### src/rtl/instr_fetch_decode.sv
// ---------------------------------------------------------------------------
// instr_fetch_decode
//   Fetches one 16-bit instruction word from instruction memory on request
//   from the control FSM and turns it into the FSM's 27-bit opcode input
//   ({RX, RY, one-hot class}) plus an 8-bit immediate.
//
//   Optional feature (compile-time macro IFD_TIMEOUT_EN):
//     When IFD_TIMEOUT_EN is defined, a fetch that waits TIMEOUT_CYCLES
//     cycles without imem_ack is abandoned.  The abandoned fetch raises the
//     sticky fetch_error flag and presents a NOOP as a valid opcode.
//     When IFD_TIMEOUT_EN is not defined, the fetch waits forever and
//     fetch_error is tied low.
//
// Ports
//   clock, reset     rising-edge clock, asynchronous active-high reset
//   fetch_start      one-cycle fetch request, samples pc_in
//   flush            abandon fetch / invalidate opcode (with fetch_start: redirect)
//   pc_in            instruction address
//   imem_req/addr    registered memory read request and address
//   imem_ack/data    memory response strobe and instruction word
//   opcode_out       [26:25] RX, [24:23] RY, [22:0] one-hot instruction class
//   imm_out          immediate field of the decoded instruction
//   opcode_valid     opcode_out/imm_out hold a decoded instruction
//   busy             fetch or decode in progress
//   fetch_error      sticky timeout flag
// ---------------------------------------------------------------------------
module instr_fetch_decode #(
    parameter int TIMEOUT_CYCLES = 16
) (
    input  logic        clock,
    input  logic        reset,
    input  logic        fetch_start,
    input  logic        flush,
    input  logic [5:0]  pc_in,
    output logic        imem_req,
    output logic [5:0]  imem_addr,
    input  logic        imem_ack,
    input  logic [15:0] imem_data,
    output logic [26:0] opcode_out,
    output logic [7:0]  imm_out,
    output logic        opcode_valid,
    output logic        busy,
    output logic        fetch_error
);

    typedef enum logic [1:0] {
        S_IDLE  = 2'd0,
        S_REQ   = 2'd1,
        S_DEC   = 2'd2,
        S_VALID = 2'd3
    } state_t;

    // NOOP class with RX = RY = 0; also the reset and timeout value
    localparam logic [26:0] OPC_NOOP = 27'h0000001;

    state_t      state_q, state_d;
    logic        req_q, req_d;
    logic [5:0]  addr_q, addr_d;
    logic [15:0] ir_q, ir_d;
    logic [26:0] opc_q, opc_d;
    logic [7:0]  imm_q, imm_d;
    logic        vld_q, vld_d;
    logic        start_fetch;

    // Instruction class decode: one bit of [22:0] per instruction
    function automatic logic [22:0] decode_class(input logic [15:0] ir);
        logic [22:0] cls;
        cls = '0;
        case (ir[15:12])
            4'h0: cls[0]  = 1'b1;
            4'h1: cls[1 + 32'(ir[9:8])] = 1'b1;
            4'h2: cls[5]  = 1'b1;
            4'h3: cls[6]  = 1'b1;
            4'h4: cls[7]  = 1'b1;
            4'h5: cls[8]  = 1'b1;
            4'h6: cls[9]  = 1'b1;
            4'h7: cls[10] = 1'b1;
            4'h8: cls[11] = 1'b1;
            4'h9: cls[12] = 1'b1;
            4'hA: cls[13] = 1'b1;
            4'hB: cls[14] = 1'b1;
            4'hC: cls[15 + 32'(ir[8])] = 1'b1;
            4'hD: cls[17] = 1'b1;
            4'hE: cls[18] = 1'b1;
            default: cls[19 + 32'(ir[9:8])] = 1'b1;
        endcase
        return cls;
    endfunction

`ifdef IFD_TIMEOUT_EN
    localparam int CNT_W = (TIMEOUT_CYCLES > 1) ? $clog2(TIMEOUT_CYCLES) : 1;
    logic [CNT_W-1:0] cnt_q, cnt_d;
    logic             err_q, err_d;
    logic             timeout;

    assign timeout = (state_q == S_REQ) && !imem_ack && !flush
                     && (cnt_q == CNT_W'(TIMEOUT_CYCLES - 1));
`endif

    // Main next-state logic. flush has priority over everything; flush
    // together with fetch_start is a branch redirect into a fresh fetch.
    always_comb begin
        state_d     = state_q;
        req_d       = req_q;
        addr_d      = addr_q;
        ir_d        = ir_q;
        opc_d       = opc_q;
        imm_d       = imm_q;
        vld_d       = vld_q;
        start_fetch = 1'b0;

        if (flush) begin
            start_fetch = fetch_start;
            state_d     = fetch_start ? S_REQ : S_IDLE;
        end else begin
            case (state_q)
                S_IDLE, S_VALID: begin
                    if (fetch_start) begin
                        start_fetch = 1'b1;
                        state_d     = S_REQ;
                    end
                end
                S_REQ: begin
                    if (imem_ack) begin
                        ir_d    = imem_data;
                        req_d   = 1'b0;
                        state_d = S_DEC;
                    end
`ifdef IFD_TIMEOUT_EN
                    else if (timeout) begin
                        req_d   = 1'b0;
                        opc_d   = OPC_NOOP;
                        imm_d   = '0;
                        vld_d   = 1'b1;
                        state_d = S_VALID;
                    end
`endif
                end
                S_DEC: begin
                    opc_d   = {ir_q[11:10], ir_q[9:8], decode_class(ir_q)};
                    imm_d   = ir_q[7:0];
                    vld_d   = 1'b1;
                    state_d = S_VALID;
                end
                default: state_d = S_IDLE;
            endcase
        end

        if (flush && !fetch_start) begin
            req_d = 1'b0;
            vld_d = 1'b0;
        end
        if (start_fetch) begin
            req_d  = 1'b1;
            addr_d = pc_in;
            vld_d  = 1'b0;
        end
    end

`ifdef IFD_TIMEOUT_EN
    // Counts cycles spent waiting in REQ; restarts on every new fetch
    always_comb begin
        cnt_d = '0;
        if (state_q == S_REQ && state_d == S_REQ && !start_fetch)
            cnt_d = cnt_q + CNT_W'(1);
        err_d = err_q | timeout;
    end

    always_ff @(posedge clock or posedge reset) begin
        if (reset) begin
            cnt_q <= '0;
            err_q <= 1'b0;
        end else begin
            cnt_q <= cnt_d;
            err_q <= err_d;
        end
    end

    assign fetch_error = err_q;
`else
    assign fetch_error = 1'b0;
`endif

    always_ff @(posedge clock or posedge reset) begin
        if (reset) begin
            state_q <= S_IDLE;
            req_q   <= 1'b0;
            addr_q  <= '0;
            ir_q    <= '0;
            opc_q   <= OPC_NOOP;
            imm_q   <= '0;
            vld_q   <= 1'b0;
        end else begin
            state_q <= state_d;
            req_q   <= req_d;
            addr_q  <= addr_d;
            ir_q    <= ir_d;
            opc_q   <= opc_d;
            imm_q   <= imm_d;
            vld_q   <= vld_d;
        end
    end

    assign imem_req     = req_q;
    assign imem_addr    = addr_q;
    assign opcode_out   = opc_q;
    assign imm_out      = imm_q;
    assign opcode_valid = vld_q;
    assign busy         = (state_q == S_REQ) || (state_q == S_DEC);

endmodule

### config.mk
export PLATFORM = sky130hd
export DESIGN_NAME = instr_fetch_decode
export DESIGN_NICKNAME = d
export VERILOG_FILES = /design/src/rtl/instr_fetch_decode.sv
export SDC_FILE = /design/constraint.sdc
export NUM_CORES = 1
export LEC_CHECK = 0
export ABC_CLOCK_PERIOD_IN_PS = 2050
export BUFFER_PORTS_ARGS = -buffer_cell sky130_fd_sc_hd__buf_2
export CAP_MARGIN = 20
export CORE_UTILIZATION = 30
export CTS_BUF_LIST = sky130_fd_sc_hd__clkbuf_2
export CTS_CLUSTER_DIAMETER = 50
export DETAILED_ROUTE_END_ITERATION = 6
export GPL_TIMING_DRIVEN = 0
export PLACE_DENSITY = 0.5
export SLEW_MARGIN = 20
export SYNTH_ARGS = -nofsm -noshare
export SYNTH_HDL_FRONTEND = slang
export SYNTH_SLANG_ARGS = --single-unit
### constraint.sdc
create_clock -name clock -period 2.05 [get_ports clock]
set_clock_uncertainty 0.2 [all_clocks]
set_input_delay 0.5125 -clock clock [delete_from_list [all_inputs] [get_ports clock]]
set_output_delay 0.5125 -clock clock [all_outputs]
set_load 0.01 [all_outputs]
==> results of run 1 <==
[cell usage after synthesis (all sizes together)]
cell    instances  area (µm²)
a211oi          2        15.0
a21boi          1        7.51
a21oi           2        10.0
a22o            8        70.1
a31oi           1        6.26
a32o            3        30.0
and2b           1        8.76
buf            10        80.1
clkbuf          1        3.75
conb            1        3.75
dfrtp          60        1500
dfstp           1        26.3
ha             11         138
inv             8        30.0
mux2           22         285
nand2          51         191
nand2b          4        32.5
nand3           3        15.0
nand3b          1        7.51
nor2            6        22.5
nor2b           3        18.8
nor3            1        10.0
nor4b           1        15.0
nor4bb          1        10.0
o211a           1        10.0
o21a            1        7.51
o21ai          14        73.8
o31ai           4        30.0
o41ai           1        8.76
or2             2        12.5
or3             1        6.26
or4             1        7.51
[worst paths after layout]
check,from,to,slack [ns],cells after the start
max in group asynchronous,reset,opcode_out[0],0.51,5
hold reg to reg,opcode_out[0],opcode_out[0],0.28,2
setup / recovery,state_q[0],busy,0.02,4
setup reg to reg,state_q[1],ir_q[4],0.08,8
hold / removal,imem_data[14],ir_q[14],0.08,2
min in group asynchronous,reset,imm_out[0],0.41,3
[kinds of logic after synthesis]
logic type / synth area share [%]
flops: 56.7
buf+inv: 4.22
simple gates: 13.3
fa+ha+maj: 5.11
compound gates: 9.98
mux: 10.6
other cells: 0.139
[layout make-up]
type	instances	area share, %
Sequential cell	61	43.1
Multi-Input combinational cell	148	30.4
Timing Repair Buffer	94	17.3
Tap cell	108	3.81
Buffer	11	2.36
Clock buffer	12	1.69
Inverter	8	0.953
Clock inverter	3	0.388
[registers in the layout, summed over array words and instances (netlist names)]
signal	flops
ir_q	16
imem_addr	6
opcode_out	27
imm_out	8
imem_req	1
state_q	2
opcode_valid	1
[layer usage]
layer / wire length (µm) / vias up
li1: - / 992
met1: 2800 / 942
met2: 2860 / 57
met3: 346 / 5
met4: 54 / 0
met5: 0 / -
[report_power, final]
group | total [W] | internal, W | switching [W]
Sequential | 0.00204 | 0.00169 | 0.000345
Clock | 0.000569 | 0.000162 | 0.000407
Combinational | 0.00195 | 0.000993 | 0.000962
[timing repair]
item,CTS,global route
gates resized for setup,4,4
pin swaps,1,2
hold endpoints to repair,21,14
endpoints found under the setup margin,1,14
setup buffers,5,2
hold buffers,2,14
gates cloned,0,0
[through the flow]
stage | instance area, µm² | setup slack [ns] | hold WS [ns] | std cells | total power (W)
final | 3550 | 0.0206 | 0.0820 | 445 | 0.00456
after global routing | 3550 | -0.129 | -0.000827 | 445 | 0.00497
after CTS | 3380 | -0.0421 | 0.0244 | 429 | 0.00456
after detailed placement | 3230 | 0.0627 | 0.252 | 407 | 0.00383
after global placement | 3180 | 0.0737 | 0.244 | 405 | 0.00379
after floorplan | 2700 | 0.302 | 0.233 | 228 | 0.00317
==> summary.txt, run 1 <==
Detailed routing
  – Routed WL: 6060 µm
  – Remaining routing DRC violations: 0
  – Drt initial violations: 60
  – Routed via count: 1996
  – WL per Instance: 13.6 µm
  – First-pass DRT Iterations: 4
  – DRT antenna net count: 0
  – Via/cell ratio: 4.49

CTS
  – Clock tree from TritonCTS: built
  – Clock latency on the worst-skew pair: roughly 0.45 ns
  – CTS H-tree depth: 3
  – Number of CTS-inserted buffers: 9
  – Max clock buf depth: 2
  – CTS Sinks: slightly above 60
  – Root buffer cell: clkbuf_2
  – CTS clk-pin slew, worst paths: 0.15 ns

Power
  – Pwr Density: 1290 mW/mm²
  – Leak: roughly 1.8 nW
  – Worst vdd rail ir drop: ~500 µV

Setup path
  – CP Launch Type: flop
  – Max incr delay on CP: 0.40 ns
  – CP delay by family, top: flip-flops
  – Worst path buffer plus inverter count: 3
  – Critical Path Sink Type: output pin
  – Critical-path cell list: inv_2 -> ha_4 -> inv_2 -> buf_6
  – Arrival time worst endpoint: 1.32 ns
  – Setup Crit Path Kind: reg -> out
  – Req. time, crit path: 1.34 ns
  – Most used cell, CP: inv_2
  – Crit-path max FO: 2
  – Worst path slowest cell: dfrtp_1

GRT
  – Vias in the first global route: ~2000
  – M2 GR Usage: 22.1%
  – Grt met3 use: 6.50%
  – GR peak layer: met2
  – First-pass GRT wire length: a little over 10000 µm
  – Initial antenna violation count: 1
  – GRT Residual Overflow: 0
  – Largest net degree at the start of global routing: 24
  – Global Route met1 Usage: 17.1%
  – GRT Util Overall: between 10% and 20%

Finish
  – Fillers: about 880
  – Layout cells sized above 1: between 40 and 50%
  – # diodes: 0
  – Most common cell after layout, fill and taps aside: buf_2
  – Total Nets Final: 371
  – Sequential Area: 0.00153 mm²
  – Final core utilization: 40.7%
  – Most frequent cells in the layout: buf_2, dfrtp_1, nand2_1
  – Multi-input combinational cell area: approximately 0.0011 mm²
  – Synth-to-layout area growth: 31.6%

Synthesis
  – Syn_nets: around 270
  – Syn Area/Cell: 11.8 µm²
  – Ys Warns: 0
  – Seq/Total Area, Yosys: 56.7%
  – FF+latch count, synth: just over 60
  – Mapped Cells: roughly 230
  – Unique masters post-synth: 40
  – Synthesized area: 0.00270 mm²

Placement
  – Final Wtd Congestion: between 0.7 and 0.8
  – Port Buf Inserts: 69
  – Final HPWL DP: ~4200 µm

Timing
  – Setup repair after global routing missed its margin: yes
  – Setup violations, final: 0
  – Final Max Slew Viols: 0
  – Fin. Hold Viols: 0
  – Crit path time final: 2.03 ns
  – Setup tns final: 0 ns
  – Final Cycle Share: around 100%
  – F_max: 0.493 GHz

Status
  – Outcome: finished, final reports clean

Die
  – Die ar.: 0.00937 mm²
  – Cell Rows: 34
  – IO Pins: 72
  – Die height: about 97 µm
  – Core area: 0.00872 mm²
  – Initial Utilization: 30.9%
  – Die W: 96.8 µm

Job
  – Max-cap violations: 0

Worst hold path
  – HP Class: in -> reg
Power figures use the tool's default switching activity.
==> run 2, diff against run 1 <==
--- a/config.mk
+++ b/config.mk
@@ -14,6 +14,7 @@
 export DETAILED_ROUTE_END_ITERATION = 6
 export GPL_TIMING_DRIVEN = 0
 export PLACE_DENSITY = 0.5
+export REMOVE_ABC_BUFFERS = 1
 export SLEW_MARGIN = 20
 export SYNTH_ARGS = -nofsm -noshare
 export SYNTH_HDL_FRONTEND = slang
==> run 2 against run 1 <==
Against the previous run: the run now ends with negative setup slack left; register-to-register slack better by 0.03 ns; first-iteration DRC count is 23% lower; routed wire length is 3.9% lower; sequential cell count stayed put; core utilization decreased by 0.43 points; sequential share of layout area increased by 0.46 points; non-clock buffer count decreased by 11; setup slack worse by 0.076 ns; clock-buffer cell count is 2 lower; power increased by 4.3%; combinational power is 5% lower; global-route usage is 0.44 points lower.
==> summary.txt, run 2 (synthesis gave the netlist of run 1 again) <==
Finish
  – Most frequent cells in the layout: buf_2, dfrtp_1, nand2_1
  – Layout cells sized above 1: between 30 and 40%
  – # diodes: 0
  – Final core utilization: 40.2%
  – Fillers: 882
  – Most common cell after layout, fill and taps aside: buf_2
  – Largest register FFs: 27
  – Total Nets Final: 360
  – Synth-to-layout area growth: 30.2%

Detailed routing
  – Routed WL: 5820 µm
  – Remaining routing DRC violations: 0
  – Routed via count: roughly 2000
  – Drt initial violations: 46
  – Via/cell ratio: 4.52
  – First-pass DRT Iterations: 4
  – WL per Instance: 13.4 µm
  – DRT antenna net count: 0

Timing
  – Final hold slack: around 0.057 ns
  – Setup repair after global routing missed its margin: yes
  – Final WS setup: -0.0551 ns
  – Rel. slew slack: 55.2%
  – Crit path time final: about 2.1 ns
  – Final Cycle Share: 103%
  – Setup violations, final: 1
  – Final Max Slew Viols: 0
  – F_max: 0.475 GHz
  – Setup tns final: -0.0551 ns
  – Worst Max-Slew Pin Slew: 0.670 ns
  – Fin. Hold Viols: 0

Setup path
  – Req. time, crit path: 1.34 ns
  – Max incr delay on CP: 0.42 ns
  – Crit-path max FO: 3
  – CP Launch Type: flop
  – Critical Path Sink Type: output pin
  – Setup Crit Path Kind: reg -> out
  – Worst path slowest cell: dfrtp_1
  – Arrival time worst endpoint: 1.39 ns
  – Critical-path cell list: inv_2 -> ha_4 -> inv_4 -> buf_6
  – Worst path buffer plus inverter count: 3
  – CP delay by family, top: flip-flops

Die
  – IO Pins: 72
  – Cell Rows: 34
  – Die ar.: 0.00937 mm²
  – Initial Utilization: a little under a third
  – Die height: 96.8 µm
  – Core area: about 0.0087 mm²
  – Die W: roughly 97 µm

Worst hold path
  – HP Class: in -> reg

CTS
  – CTS H-tree depth: 3
  – CTS clk-pin slew, worst paths: 0.18 ns
  – CTS Sinks: 61
  – Max clock buf depth: 2
  – Number of CTS-inserted buffers: 9
  – Clock tree from TritonCTS: built
  – Root buffer cell: clkbuf_2
  – Clock latency on the worst-skew pair: 0.49 ns

Placement
  – Final Wtd Congestion: around 0.70
  – Final HPWL DP: 3820 µm
  – Port Buf Inserts: 70

Status
  – Outcome: complete, but fails checks
  – Failing checks: negative setup slack

Power
  – Pwr Density: approximately 1400 mW/mm²
  – Worst vdd rail ir drop: 680 µV
  – Leak: 1.80 nW

GRT
  – First-pass GRT wire length: 9850 µm
  – Vias in the first global route: 1978
  – Initial antenna violation count: 0
  – GRT Util Overall: 13.4%
  – Largest net degree at the start of global routing: 48
  – GRT Residual Overflow: 0

Job
  – Max-cap violations: 0
## run 2: changes by cell type in the layout (fill, tap and decap cells not counted), moves of 2 or more
cell,before,now
clkbuf_2,12,10
inv_4,0,2
buf_12,2,0
bufinv_16,0,2
buf_6,3,1
buf_4,8,5
buf_2,74,69
inv_2,3,1
dlygate4sd3_1,16,18
## run 2: path summary, 6_finish.rpt
kind                                from            end  slack [ns]  cells after the start
max in group asynchronous          reset        ir_q[1]        0.84                      4
hold reg to reg                  ir_q[1]     imm_out[1]        0.27                      2
hold / removal             imem_data[12]       ir_q[12]        0.06                      2
setup reg to reg              state_q[1]        ir_q[1]        0.11                      6
min in group asynchronous          reset  opcode_out[5]        0.30                      3
setup / recovery              state_q[0]           busy       -0.06                      4
## run 2: power breakdown
group          total [W]  internal, W  switching, W  leakage, nW
Combinational    0.00185     0.000945      0.000906        0.952
Clock           0.000847     0.000398      0.000449       0.0808
Sequential       0.00206      0.00169      0.000369        0.773
## run 2: layout make-up
cell class / instances / area [µm²] / share of cell area (%)
clock buffer: 10 / 50.0 / 1.43
clock inverter: 6 / 77.6 / 2.21
inverter: 8 / 35.0 / 0.999
multi-input combinational: 148 / 1080 / 30.8
sequential: 61 / 1530 / 43.6
tap: 108 / 135 / 3.85
timing repair buffer: 94 / 602 / 17.2
## run 2: metal layers
layer	up-vias	wire [µm]	GRT usage, %
li1	966	-	-
met2	54	2630	20.0
met1	939	2800	17.4
met4	0	77	5.86
met5	-	0	0
met3	8	317	5.06
## run 2: per-stage QoR
step / setup WS (ns) / power [W] / instances / instance area [µm²]
global route: -0.181 / 0.00516 / 435 / 3510
detailed placement: -0.203 / 0.00377 / 396 / 3130
floorplan: -0.174 / 0.00312 / 217 / 2610
global placement: -1.10 / 0.00373 / 395 / 3100
finish: -0.0551 / 0.00476 / 435 / 3510
CTS: -0.177 / 0.00471 / 426 / 3420
## run 2: timing repair
item	4_1_cts	5_1_grt
endpoints found under the hold margin	32	5
resized for setup	4	5
endpoints found under the setup margin	21	20
pin swaps	0	1
hold buffers	13	5
buffers inserted	1	4
